==> src/rtl/fb_cpu_pkg.sv <==
// Shared definitions for the fb_cpu accumulator machine: opcode and state encodings.
// Opcode 5 (DIV) is only decoded as legal when FB_CPU_DIV_EN is defined.
package fb_cpu_pkg;

   localparam int OPC_W = 4;

   typedef enum logic [OPC_W-1:0] {
      OP_LOD  = 4'd0,
      OP_STO  = 4'd1,
      OP_ADD  = 4'd2,
      OP_SUB  = 4'd3,
      OP_MUL  = 4'd4,
      OP_DIV  = 4'd5,
      OP_JMP  = 4'd6,
      OP_JMZ  = 4'd7,
      OP_NOP  = 4'd8,
      OP_HLT  = 4'd9,
      OP_AND  = 4'd10,
      OP_OR   = 4'd11,
      OP_JMN  = 4'd12,
      OP_IL13 = 4'd13,
      OP_IL14 = 4'd14,
      OP_IL15 = 4'd15
   } opcode_e;

   typedef enum logic [1:0] {
      ST_FETCH  = 2'd0,
      ST_DECODE = 2'd1,
      ST_EXEC   = 2'd2,
      ST_HALT   = 2'd3
   } state_e;

endpackage

==> src/rtl/fb_cpu_gen2_if.sv <==
// Memory bus between the fb_cpu_gen2 core (master) and its program/data memory (slave).
interface fb_cpu_gen2_if #(
   parameter int ADDR_W = 6,
   parameter int DATA_W = 10
);
   logic              mem_req;
   logic              mem_we;
   logic [ADDR_W-1:0] mem_addr;
   logic [DATA_W-1:0] mem_wdata;
   logic              mem_ready;
   logic [DATA_W-1:0] mem_rdata;

   modport master (
      output mem_req, mem_we, mem_addr, mem_wdata,
      input  mem_ready, mem_rdata
   );

   modport slave (
      input  mem_req, mem_we, mem_addr, mem_wdata,
      output mem_ready, mem_rdata
   );
endinterface

==> src/rtl/fb_cpu_alu.sv <==
// Combinational accumulator ALU: acc op memory-word -> new acc value.
// The divider only exists when FB_CPU_DIV_EN is defined.
module fb_cpu_alu
   import fb_cpu_pkg::*;
#(
   parameter int DATA_W = 10
) (
   input  opcode_e           op,
   input  logic [DATA_W-1:0] a,
   input  logic [DATA_W-1:0] b,
   output logic [DATA_W-1:0] result,
   output logic              div_zero
);

   always_comb begin
      result   = a;
      div_zero = 1'b0;
      case (op)
         OP_LOD: result = b;
         OP_ADD: result = a + b;
         OP_SUB: result = a - b;
         OP_MUL: result = a * b;
`ifdef FB_CPU_DIV_EN
         OP_DIV: begin
            if (b == '0) begin
               result   = '1;
               div_zero = 1'b1;
            end else begin
               result = a / b;
            end
         end
`endif
         OP_AND: result = a & b;
         OP_OR:  result = a | b;
         default: result = a;
      endcase
   end

endmodule

==> src/rtl/fb_cpu_gen2.sv <==
// Multi-cycle accumulator CPU with a single request/ready memory port.
// Optional divide instruction enabled by defining FB_CPU_DIV_EN.
//
// state     | meaning
// FETCH     | read instruction at pc, latch IR, pc+1
// DECODE    | resolve branches/NOP/HLT/illegal, no memory access
// EXEC      | operand read (acc update) or STO write at operand address
// HALT      | idle with halted=1 until run=1
module fb_cpu_gen2
   import fb_cpu_pkg::*;
#(
   parameter int ADDR_W = 6,
   parameter int DATA_W = 10
) (
   input  logic              clk,
   input  logic              rst,
   input  logic              run,
   fb_cpu_gen2_if.master     mem,
   output logic [ADDR_W-1:0] pc,
   output logic [DATA_W-1:0] acc,
   output logic              halted,
   output logic              err
);

   if (DATA_W < ADDR_W + OPC_W) begin : g_param_check
      $error("fb_cpu_gen2: DATA_W must be at least ADDR_W+4");
   end

   state_e            state_q, state_d;
   logic [DATA_W-1:0] ir_q, ir_d;
   logic [ADDR_W-1:0] pc_q, pc_d;
   logic [DATA_W-1:0] acc_q, acc_d;
   logic              err_q, err_d;
   logic              req_q, req_d;
   logic              we_q, we_d;
   logic [ADDR_W-1:0] addr_q, addr_d;
   logic [DATA_W-1:0] wdata_q, wdata_d;

   opcode_e           op_q, op_d;
   logic [ADDR_W-1:0] operand_q;
   logic              accept;
   logic [DATA_W-1:0] alu_result;
   logic              alu_div_zero;

   assign op_q      = opcode_e'(ir_q[DATA_W-1 -: OPC_W]);
   assign operand_q = ir_q[ADDR_W-1:0];
   // mem_ready only counts while a request is actually presented
   assign accept    = req_q && mem.mem_ready;

   if (DATA_W > ADDR_W + OPC_W) begin : g_ir_pad
      logic unused_ir_pad;
      assign unused_ir_pad = ^ir_q[DATA_W-OPC_W-1:ADDR_W];
   end

   fb_cpu_alu #(.DATA_W(DATA_W)) u_alu (
      .op       (op_q),
      .a        (acc_q),
      .b        (mem.mem_rdata),
      .result   (alu_result),
      .div_zero (alu_div_zero)
   );

   always_comb begin
      state_d = state_q;
      ir_d    = ir_q;
      pc_d    = pc_q;
      acc_d   = acc_q;
      err_d   = err_q;
      op_d    = op_q;
      req_d   = 1'b0;
      we_d    = 1'b0;
      addr_d  = addr_q;
      wdata_d = wdata_q;

      unique case (state_q)
         ST_FETCH: begin
            if (accept) begin
               ir_d    = mem.mem_rdata;
               pc_d    = pc_q + 1'b1;
               state_d = ST_DECODE;
            end
         end
         ST_DECODE: begin
            case (op_q)
               OP_LOD, OP_STO, OP_ADD, OP_SUB, OP_MUL, OP_AND, OP_OR:
                  state_d = ST_EXEC;
`ifdef FB_CPU_DIV_EN
               OP_DIV: state_d = ST_EXEC;
`endif
               OP_JMP: begin
                  pc_d    = operand_q;
                  state_d = ST_FETCH;
               end
               OP_JMZ: begin
                  if (acc_q == '0) pc_d = operand_q;
                  state_d = ST_FETCH;
               end
               OP_JMN: begin
                  if (acc_q[DATA_W-1]) pc_d = operand_q;
                  state_d = ST_FETCH;
               end
               OP_NOP: state_d = ST_FETCH;
               OP_HLT: state_d = ST_HALT;
               default: begin
                  err_d   = 1'b1;
                  state_d = ST_HALT;
               end
            endcase
         end
         ST_EXEC: begin
            if (accept) begin
               if (op_q != OP_STO) acc_d = alu_result;
               if (alu_div_zero) err_d = 1'b1;
               state_d = ST_FETCH;
            end
         end
         ST_HALT: begin
            if (run) state_d = ST_FETCH;
         end
         default: state_d = ST_FETCH;
      endcase

      // Bus outputs are registered from the next state so they stay glitch-free
      // and hold steady while a request is stalled.
      op_d = opcode_e'(ir_d[DATA_W-1 -: OPC_W]);
      case (state_d)
         ST_FETCH: begin
            req_d  = 1'b1;
            addr_d = pc_d;
         end
         ST_EXEC: begin
            req_d  = 1'b1;
            addr_d = ir_d[ADDR_W-1:0];
            if (op_d == OP_STO) begin
               we_d    = 1'b1;
               wdata_d = acc_d;
            end
         end
         default: begin
            req_d = 1'b0;
            we_d  = 1'b0;
         end
      endcase
   end

   always_ff @(posedge clk or negedge rst) begin
      if (!rst) begin
         state_q <= ST_FETCH;
         ir_q    <= '0;
         pc_q    <= '0;
         acc_q   <= '0;
         err_q   <= 1'b0;
         req_q   <= 1'b0;
         we_q    <= 1'b0;
         addr_q  <= '0;
         wdata_q <= '0;
      end else begin
         state_q <= state_d;
         ir_q    <= ir_d;
         pc_q    <= pc_d;
         acc_q   <= acc_d;
         err_q   <= err_d;
         req_q   <= req_d;
         we_q    <= we_d;
         addr_q  <= addr_d;
         wdata_q <= wdata_d;
      end
   end

   assign mem.mem_req   = req_q;
   assign mem.mem_we    = we_q;
   assign mem.mem_addr  = addr_q;
   assign mem.mem_wdata = wdata_q;
   assign pc            = pc_q;
   assign acc           = acc_q;
   assign halted        = (state_q == ST_HALT);
   assign err           = err_q;

endmodule

==> src/flat_wrapper.sv <==
// flat-port wrapper written by rule: the top's interface ports become plain ports
module fb_cpu_gen2_flat import fb_cpu_pkg::*;
#(
   parameter int ADDR_W = 6,
   parameter int DATA_W = 10
)
  (clk, rst, run, pc, acc, halted, err, mem_mem_req, mem_mem_we, mem_mem_addr, mem_mem_wdata, mem_mem_ready, mem_mem_rdata);
  fb_cpu_gen2_if #(.ADDR_W(ADDR_W), .DATA_W(DATA_W)) mem_i ();
  input  logic clk;
  input  logic rst;
  input  logic run;
  output logic [ADDR_W-1:0] pc;
  output logic [DATA_W-1:0] acc;
  output logic halted;
  output logic err;
  output wire logic [$bits(mem_i.mem_req)-1:0] mem_mem_req;
  output wire logic [$bits(mem_i.mem_we)-1:0] mem_mem_we;
  output wire logic [$bits(mem_i.mem_addr)-1:0] mem_mem_addr;
  output wire logic [$bits(mem_i.mem_wdata)-1:0] mem_mem_wdata;
  input wire logic [$bits(mem_i.mem_ready)-1:0] mem_mem_ready;
  input wire logic [$bits(mem_i.mem_rdata)-1:0] mem_mem_rdata;
  assign mem_mem_req = mem_i.mem_req;
  assign mem_mem_we = mem_i.mem_we;
  assign mem_mem_addr = mem_i.mem_addr;
  assign mem_mem_wdata = mem_i.mem_wdata;
  assign mem_i.mem_ready = mem_mem_ready;
  assign mem_i.mem_rdata = mem_mem_rdata;
  fb_cpu_gen2 #(.ADDR_W(ADDR_W), .DATA_W(DATA_W)) u_core (.clk(clk), .rst(rst), .run(run), .mem(mem_i), .pc(pc), .acc(acc), .halted(halted), .err(err));
endmodule
==> config.mk <==
export PLATFORM = sky130hd
export DESIGN_NAME = fb_cpu_gen2_flat
export DESIGN_NICKNAME = d
export VERILOG_FILES = /design/src/rtl/fb_cpu_pkg.sv /design/src/rtl/fb_cpu_gen2_if.sv /design/src/rtl/fb_cpu_alu.sv /design/src/rtl/fb_cpu_gen2.sv /design/src/flat_wrapper.sv
export SDC_FILE = /design/constraint.sdc
export NUM_CORES = 1
export LEC_CHECK = 0
export CAP_MARGIN = 15
export CORE_UTILIZATION = 44
export DETAILED_ROUTE_END_ITERATION = 12
export PLACE_DENSITY = 0.69
export SYNTH_ARGS = -nofsm -noshare
export SYNTH_HDL_FRONTEND = slang
export SYNTH_SLANG_ARGS = --single-unit
==> constraint.sdc <==
create_clock -name clk -period 5.6 [get_ports clk]
set_clock_uncertainty 0.15 [all_clocks]
set_input_delay 1.12 -clock clk [delete_from_list [all_inputs] [get_ports clk]]
set_output_delay 1.12 -clock clk [all_outputs]
set_load 0.02 [all_outputs]
==> key figures, run 1 <==
Worst setup path
  – R2R depth: 18
  – CP Capture Type: flop
  – Maximum fanout along the worst path: 4
  – Worst Path Arrival: 5310 ps
  – Worst reg2reg endpoint: u_core.acc[9]$_DFF_PN0_
  – Slowest library cell on the worst path: fa_1
  – Req. time, crit path: 5660 ps
  – Worst path buffer plus inverter count: 4
  – Setup slack on the worst flop-to-flop path: 790 ps
  – Biggest cell delay along the critical path: 530 ps
  – Cell family with most CP delay: adder cells
  – Cell-by-cell trace of the critical path: dlymetal6s2s_1, buf_6, nand2_1, fa_1, fa_1, inv_1, fa_1, fa_1, fa_1, ha_1, inv_1, a21oi_1, o31ai_2, and3_1, and3b_1, a21oi_1, a31oi_1
  – Dominant cell type by count on the critical path: fa_1
  – Start of the worst register-to-register path: u_core.acc[2]$_DFF_PN0_
  – Type of the setup path with the least slack: input pin to flop
  – Critical path startpoint category: input pin

STA
  – Max transition margin: 29.6%
  – Slew of the pin with the lowest slew margin: 1060 ps
  – Highest clock frequency the design can meet: 190 MHz
  – Setup repair after global routing missed its margin: no
  – Hold Worst Slack: 344 ps
  – Count of endpoints failing hold in the final timing report: 0
  – Min Clock Period, post-route: 5260 ps
  – Final-report max-slew violation count: 0
  – Part of the cycle the worst path needs: 93.9%
  – Setup-violating endpoint count in the final report: 0

Flow run
  – MaxCap Viol Count: 0

Routing
  – DRC errors left: 0
  – Vias: 4,120
  – Via density per instance: 5.73
  – Mean routed wirelength per cell: 18.2 microns
  – Routed Wire Length: 13,100 microns
  – Initial detailed-routing violation count: 245
  – Remaining antenna violation count after routing: 0
  – DRT Pass-1 Iters: 6

Floorplan
  – Die X: 104 microns
  – Die outline area: 10,800 sq um
  – Rows: 36
  – Die Span Y: 104 microns
  – IO Count: 50
  – Placeable core region: 9950 sq um
  – Starting density of the core: 46.0%

CTS
  – Skew-Pair Late Insertion Delay: 320 ps
  – Total CTS buffers: 5
  – Number of buffers inserted for hold repair after clock tree synthesis: 0
  – # clock sinks: 47
  – Number of levels the H-tree was split into: 2
  – CTS clock-pin slew for the worst setup and hold paths: 110 ps
  – Buffer type at the clock tree root: clkbuf_8
  – CTS tree: done
  – Worst-case clock buffer depth: 2

Yosys
  – Dominant register cell in the synthesized netlist: dfrtp_1
  – Most common cell in the synthesized netlist: nand2_1
  – Fraction of synthesized cell area taken by the top area cell type: 25.7%
  – Post-synthesis instance total: 526
  – Synthesized netlist net count: 600
  – Synth top area cells: dfrtp_1 (26%), ha_1 (10%), fa_1 (10%)
  – Number of library cell types mapped by synthesis: 65
  – Yosys top cell by area: dfrtp_1
  – Post-Syn Area per Cell: 8.71 sq um
  – Number of enable-type register cells in the synthesized netlist: 0
  – Yosys reg bits: 47
  – Synth async-reset ratio: 100%
  – Post-synth top cells: nand2_1 (68), dfrtp_1 (47), inv_1 (46), nor2_1 (38), ha_1 (37)
  – Synthesized area: 4580 sq um
  – Fraction of the yosys area taken by sequential cells: 25.7%
  – Number of synthesis warnings: 0

Hold path
  – Endpoint, Worst Hold: u_core.mem.mem_addr[3]$_DFFE_PN0P_
  – Hold path depth: 2
  – Hold Startpoint: u_core.mem.mem_addr[3]$_DFFE_PN0P_
  – Worst hold path type: flop to flop

Placed design
  – Final weighted congestion in routability-driven placement: 0.917
  – Detailed Place HPWL: 9880 microns
  – Count of input and output buffers: 49

Layout
  – Final design utilization: 55.0%
  – Synth-to-Final Area Change: 19.5%
  – Count of nets after finishing: 659
  – Proportion of layout cells with a drive suffix above 1: 13.1%
  – Filler instances: 929
  – Total inserted antenna cells: 0

Status
  – Status: complete, no violations

Global route
  – Antenna violations before repair: 0
  – Total routing usage reported by global routing: 25.2%
  – Largest net degree at the start of global routing: 48
  – Vias in the first global route: 4,232
  – First-pass GRT wire length: 21,500 microns
  – GR Overflow Total: 0
[metal layers]
| metal | global-route usage [%] | vias up | part of all wire, % |
|---|---|---|---|
| met5 | 0 | - | 0 |
| met4 | 13.1 | 0 | 4.1 |
| met3 | 3.88 | 46 | 6.5 |
| met2 | 41.7 | 185 | 48 |
| met1 | 31.8 | 1993 | 41 |
| li1 | - | 1896 | - |
[final cells by class]
| cell class | instances | area (sq um) | area share (%) |
|---|---|---|---|
| multi-input cells | 402 | 3110 | 56.8 |
| inverters | 46 | 173 | 3.15 |
| well taps | 133 | 166 | 3.04 |
| clock buffers | 5 | 68.8 | 1.26 |
| flip-flops and latches | 47 | 1180 | 21.5 |
| clock inverters | 3 | 27.5 | 0.503 |
| repair buffers | 83 | 756 | 13.8 |
[stage by stage]
step	setup slack [ps]	setup TNS (ps)	instances	cell area [sq um]
5_1_grt	127	0	719	5470
3_3_place_gp	-293	-1100	709	5340
3_5_place_dp	-402	-1430	709	5340
4_1_cts	11.1	0	719	5460
6_report	342	0	719	5470
2_1_floorplan	139	0	526	4580
[logic make-up (layout without fill, tap and decap cells)]
logic type | Yosys count | count (layout) | share of synthesized area [%]
AOI/OAI and AO/OA | 105 | 105 | 15.0
xor gates and xnor gates | 34 | 34 | 6.50
buffers and inverters | 77 | 137 | 6.64
muxes | 27 | 27 | 6.44
adders and majority gates | 67 | 67 | 21.7
and+or+nand+nor | 169 | 169 | 18.1
DFF | 47 | 47 | 25.7
[worst max-delay path by stage]
stage | to | start | cells past startpoint | slack, ps
after floorplan | u_core.mem.mem_wdata[8]$_DFFE_PN0P_ | mem_mem_rdata[3] | 16 | 140
final | u_core.acc[9]$_DFF_PN0_ | mem_mem_rdata[3] | 17 | 340
after CTS | u_core.acc[9]$_DFF_PN0_ | mem_mem_rdata[1] | 19 | 10
after global placement | u_core.acc[9]$_DFF_PN0_ | mem_mem_rdata[3] | 16 | -290
after global routing | u_core.acc[9]$_DFF_PN0_ | mem_mem_rdata[1] | 19 | 130
after detailed placement | u_core.acc[9]$_DFF_PN0_ | mem_mem_rdata[3] | 16 | -400
[placed cells by master, fill, tap and decap left out, types with 3 or more instances in the layout]
cell,count
nand2_1,68
dfrtp_1,47
inv_1,46
clkdlybuf4s50_1,42
nor2_1,38
ha_1,37
buf_4,32
xnor2_1,27
o21ai_0,27
a21oi_1,27
fa_1,23
mux2_2,16
and2_1,14
mux2i_1,10
xor2_1,7
nor2b_1,7
maj3_1,7
a22oi_1,7
nand2b_1,6
nand3_1,6
nor3_1,5
clkbuf_8,5
dlymetal6s2s_1,5
and3_1,4
nor3b_1,4
o22ai_1,4
a211oi_1,4
a31oi_1,3
o21ai_1,3
a21boi_0,3
nor4b_1,3
[registers in the layout, summed over array words and instances (netlist names)]
| signal | cells |
|---|---|
| u_core.err | 1 |
| u_core.state_q | 2 |
| u_core.acc | 10 |
| u_core.mem.mem_req | 1 |
| u_core.pc | 6 |
| u_core.mem.mem_wdata | 10 |
| u_core.ir_q | 10 |
| u_core.mem.mem_addr | 6 |
| u_core.mem.mem_we | 1 |
[tightest hold or removal path, stage by stage (launching register included)]
cell,delay (ps)
dfrtp_1,350
nand2_1,40
o21ai_0,60
[what timing repair did]
| item | CTS | global route |
|---|---|---|
| cloned | 0 | 0 |
| endpoints found under the setup margin | 1 | 5 |
| pin swaps | 1 | 1 |
| setup buffers | 2 | 0 |
| resized for setup | 3 | 10 |
Power of run 1 is not shown: default switching activity piles up to over one toggle a cycle in this logic, so the estimate is an artifact.
==> run 2: changes to the inputs <==
--- a/config.mk
+++ b/config.mk
@@ -9,6 +9,7 @@
 export CORE_UTILIZATION = 44
 export DETAILED_ROUTE_END_ITERATION = 12
 export PLACE_DENSITY = 0.69
+export SLEW_MARGIN = 20
 export SYNTH_ARGS = -nofsm -noshare
 export SYNTH_HDL_FRONTEND = slang
 export SYNTH_SLANG_ARGS = --single-unit
==> key figures, run 2 (synthesized netlist as in run 1, its figures left out) <==
Worst setup path
  – Req. time, crit path: 5660 ps (about the same)
  – Slowest library cell on the worst path: fa_1
  – Worst reg2reg endpoint: u_core.acc[9]$_DFF_PN0_
  – CP Capture Type: flop
  – Biggest cell delay along the critical path: 530 ps (about the same)
  – Critical path startpoint category: input pin
  – Start of the worst register-to-register path: u_core.acc[2]$_DFF_PN0_
  – Type of the setup path with the least slack: input pin to flop
  – R2R depth: 18 (unchanged)
  – Setup slack on the worst flop-to-flop path: 790 ps (about the same)
  – Maximum fanout along the worst path: 4 (unchanged)
  – Worst Path Arrival: 5310 ps (about the same)
  – Cell-by-cell trace of the critical path: dlymetal6s2s_1, buf_6, nand2_1, fa_1, fa_1, inv_1, fa_1, fa_1, fa_1, ha_1, inv_1, a21oi_1, o31ai_2, and3_1, and3b_1, a21oi_1, a31oi_1
  – Dominant cell type by count on the critical path: fa_1

Floorplan
  – Rows: 36 (unchanged)
  – Placeable core region: 9950 sq um (unchanged)
  – Die Span Y: 104 microns (unchanged)
  – Die outline area: 10,800 sq um (unchanged)
  – Die X: 104 microns (unchanged)
  – IO Count: 50 (unchanged)
  – Starting density of the core: 46.0% (unchanged)

STA
  – Max transition margin: 59.9% (+30 points)
  – Part of the cycle the worst path needs: 93.9% (about the same)
  – Setup repair after global routing missed its margin: no
  – Final-report max-slew violation count: 0 (unchanged)
  – Worst Setup Slack, final: 342 ps (-0.126 ps)
  – Count of endpoints failing hold in the final timing report: 0 (unchanged)
  – Post-Route Setup TNS: 0 ps (unchanged)
  – Highest clock frequency the design can meet: 190 MHz (about the same)
  – Setup-violating endpoint count in the final report: 0 (unchanged)
  – Slew of the pin with the lowest slew margin: 599 ps (-457 ps)
  – Min Clock Period, post-route: 5260 ps (+0.126 ps)

Global route
  – GR Overflow Total: 0 (unchanged)
  – First-pass GRT wire length: 21,500 microns (unchanged)
  – Antenna violations before repair: 0 (unchanged)
  – Vias in the first global route: 4,232 (unchanged)
  – Total routing usage reported by global routing: 25.2% (unchanged)
  – Largest net degree at the start of global routing: 48 (unchanged)

Placed design
  – Placement-stage cell area: 5340 sq um (unchanged)
  – Post-place setup slack: -402 ps (unchanged)
  – Detailed Place HPWL: 9880 microns (unchanged)
  – Final weighted congestion in routability-driven placement: 0.917 (unchanged)
  – Count of input and output buffers: 49 (unchanged)

Layout
  – Synth-to-Final Area Change: 19.5% (about the same)
  – Final design utilization: 55.0% (about the same)
  – Proportion of layout cells with a drive suffix above 1: 13.1% (unchanged)
  – Highest-count cells in the layout ignoring fill and taps: nand2_1 (68), dfrtp_1 (47), inv_1 (46)
  – Count of nets after finishing: 659 (unchanged)
  – Post-route cell area: 5480 sq um (about the same)
  – Combined area of the multi-input logic cells: 3110 sq um (unchanged)
  – Filler instances: 928 (-0.11%)
  – Total inserted antenna cells: 0 (unchanged)
  – Sequential cell area: 1180 sq um (unchanged)
  – Leading cell type in the layout, fill and taps excluded: nand2_1

Flow run
  – MaxCap Viol Count: 0 (unchanged)

Routing
  – Via density per instance: 5.73 (unchanged)
  – DRC errors left: 0 (unchanged)
  – Remaining antenna violation count after routing: 0 (unchanged)
  – Routed Wire Length: 13,100 microns (about the same)
  – DRT Pass-1 Iters: 6 (unchanged)
  – Vias: 4,120 (unchanged)
  – Mean routed wirelength per cell: 18.2 microns (about the same)
  – Initial detailed-routing violation count: 245 (unchanged)

Hold path
  – Hold path depth: 2 (unchanged)
  – Hold Startpoint: u_core.mem.mem_addr[3]$_DFFE_PN0P_
  – Endpoint, Worst Hold: u_core.mem.mem_addr[3]$_DFFE_PN0P_
  – Worst hold path type: flop to flop

CTS
  – Buffer type at the clock tree root: clkbuf_8
  – # clock sinks: 47 (unchanged)
  – Total CTS buffers: 5 (unchanged)
  – Number of buffers inserted for hold repair after clock tree synthesis: 0 (unchanged)
  – CTS tree: done
  – Skew-Pair Late Insertion Delay: 320 ps (about the same)
  – Number of levels the H-tree was split into: 2 (unchanged)
  – CTS clock-pin slew for the worst setup and hold paths: 110 ps (about the same)
  – Worst-case clock buffer depth: 2 (unchanged)

Status
  – Status: complete, no violations
## run 2: cell counts in the layout (fill, tap and decap cells not counted)
Identical to the previous run, type by type.
## run 2: cell type report
class,count,share of cell area (%)
Clock buffer,5,1.26
Clock inverter,3,0.503
Inverter,46,3.15
Tap cell,133,3.04
Multi-Input combinational cell,402,56.7
Sequential cell,47,21.5
Timing Repair Buffer,83,13.8
## run 2: routing by layer
metal  share of wire, %  vias up  track usage (%)  wire (microns)
met3                6.5       46             3.88             848
met1                 41     1993             31.8            5350
li1                   -     1896                -               -
met2                 48      185             41.7            6330
met5                  0        -                0               0
met4                4.1        0             13.1             541
## run 2: timing repair
item                                    4_1_cts  5_1_grt
pin swaps                                     1        1
setup buffers                                 2        0
endpoints found under the setup margin        1        5
hold endpoints to repair                      0        0
resized for setup                             3       10
## run 2: critical path, delay by kind of cell
| kind | cells | cell delay, ps |
|---|---|---|
| buffers and inverters | 4 | 430 |
| and+or+nand+nor | 3 | 430 |
| adders and majority gates | 6 | 2810 |
| AOI/OAI and AO/OA | 4 | 510 |
## run 2: worst max path at each step
stage | startpoint | end | depth (start not counted)
global route | mem_mem_rdata[1] | u_core.acc[9]$_DFF_PN0_ | 19
CTS | mem_mem_rdata[1] | u_core.acc[9]$_DFF_PN0_ | 19
finish | mem_mem_rdata[3] | u_core.acc[9]$_DFF_PN0_ | 17
global placement | mem_mem_rdata[3] | u_core.acc[9]$_DFF_PN0_ | 16
floorplan | mem_mem_rdata[3] | u_core.mem.mem_wdata[8]$_DFFE_PN0P_ | 16
detailed placement | mem_mem_rdata[3] | u_core.acc[9]$_DFF_PN0_ | 16
## run 2: per-stage QoR
step / hold WS (ps) / cells
global route: 369 / 719
global placement: 319 / 709
floorplan: 339 / 526
CTS: 350 / 719
finish: 344 / 719
detailed placement: 326 / 709
Power of run 2 is left out for the same reason.
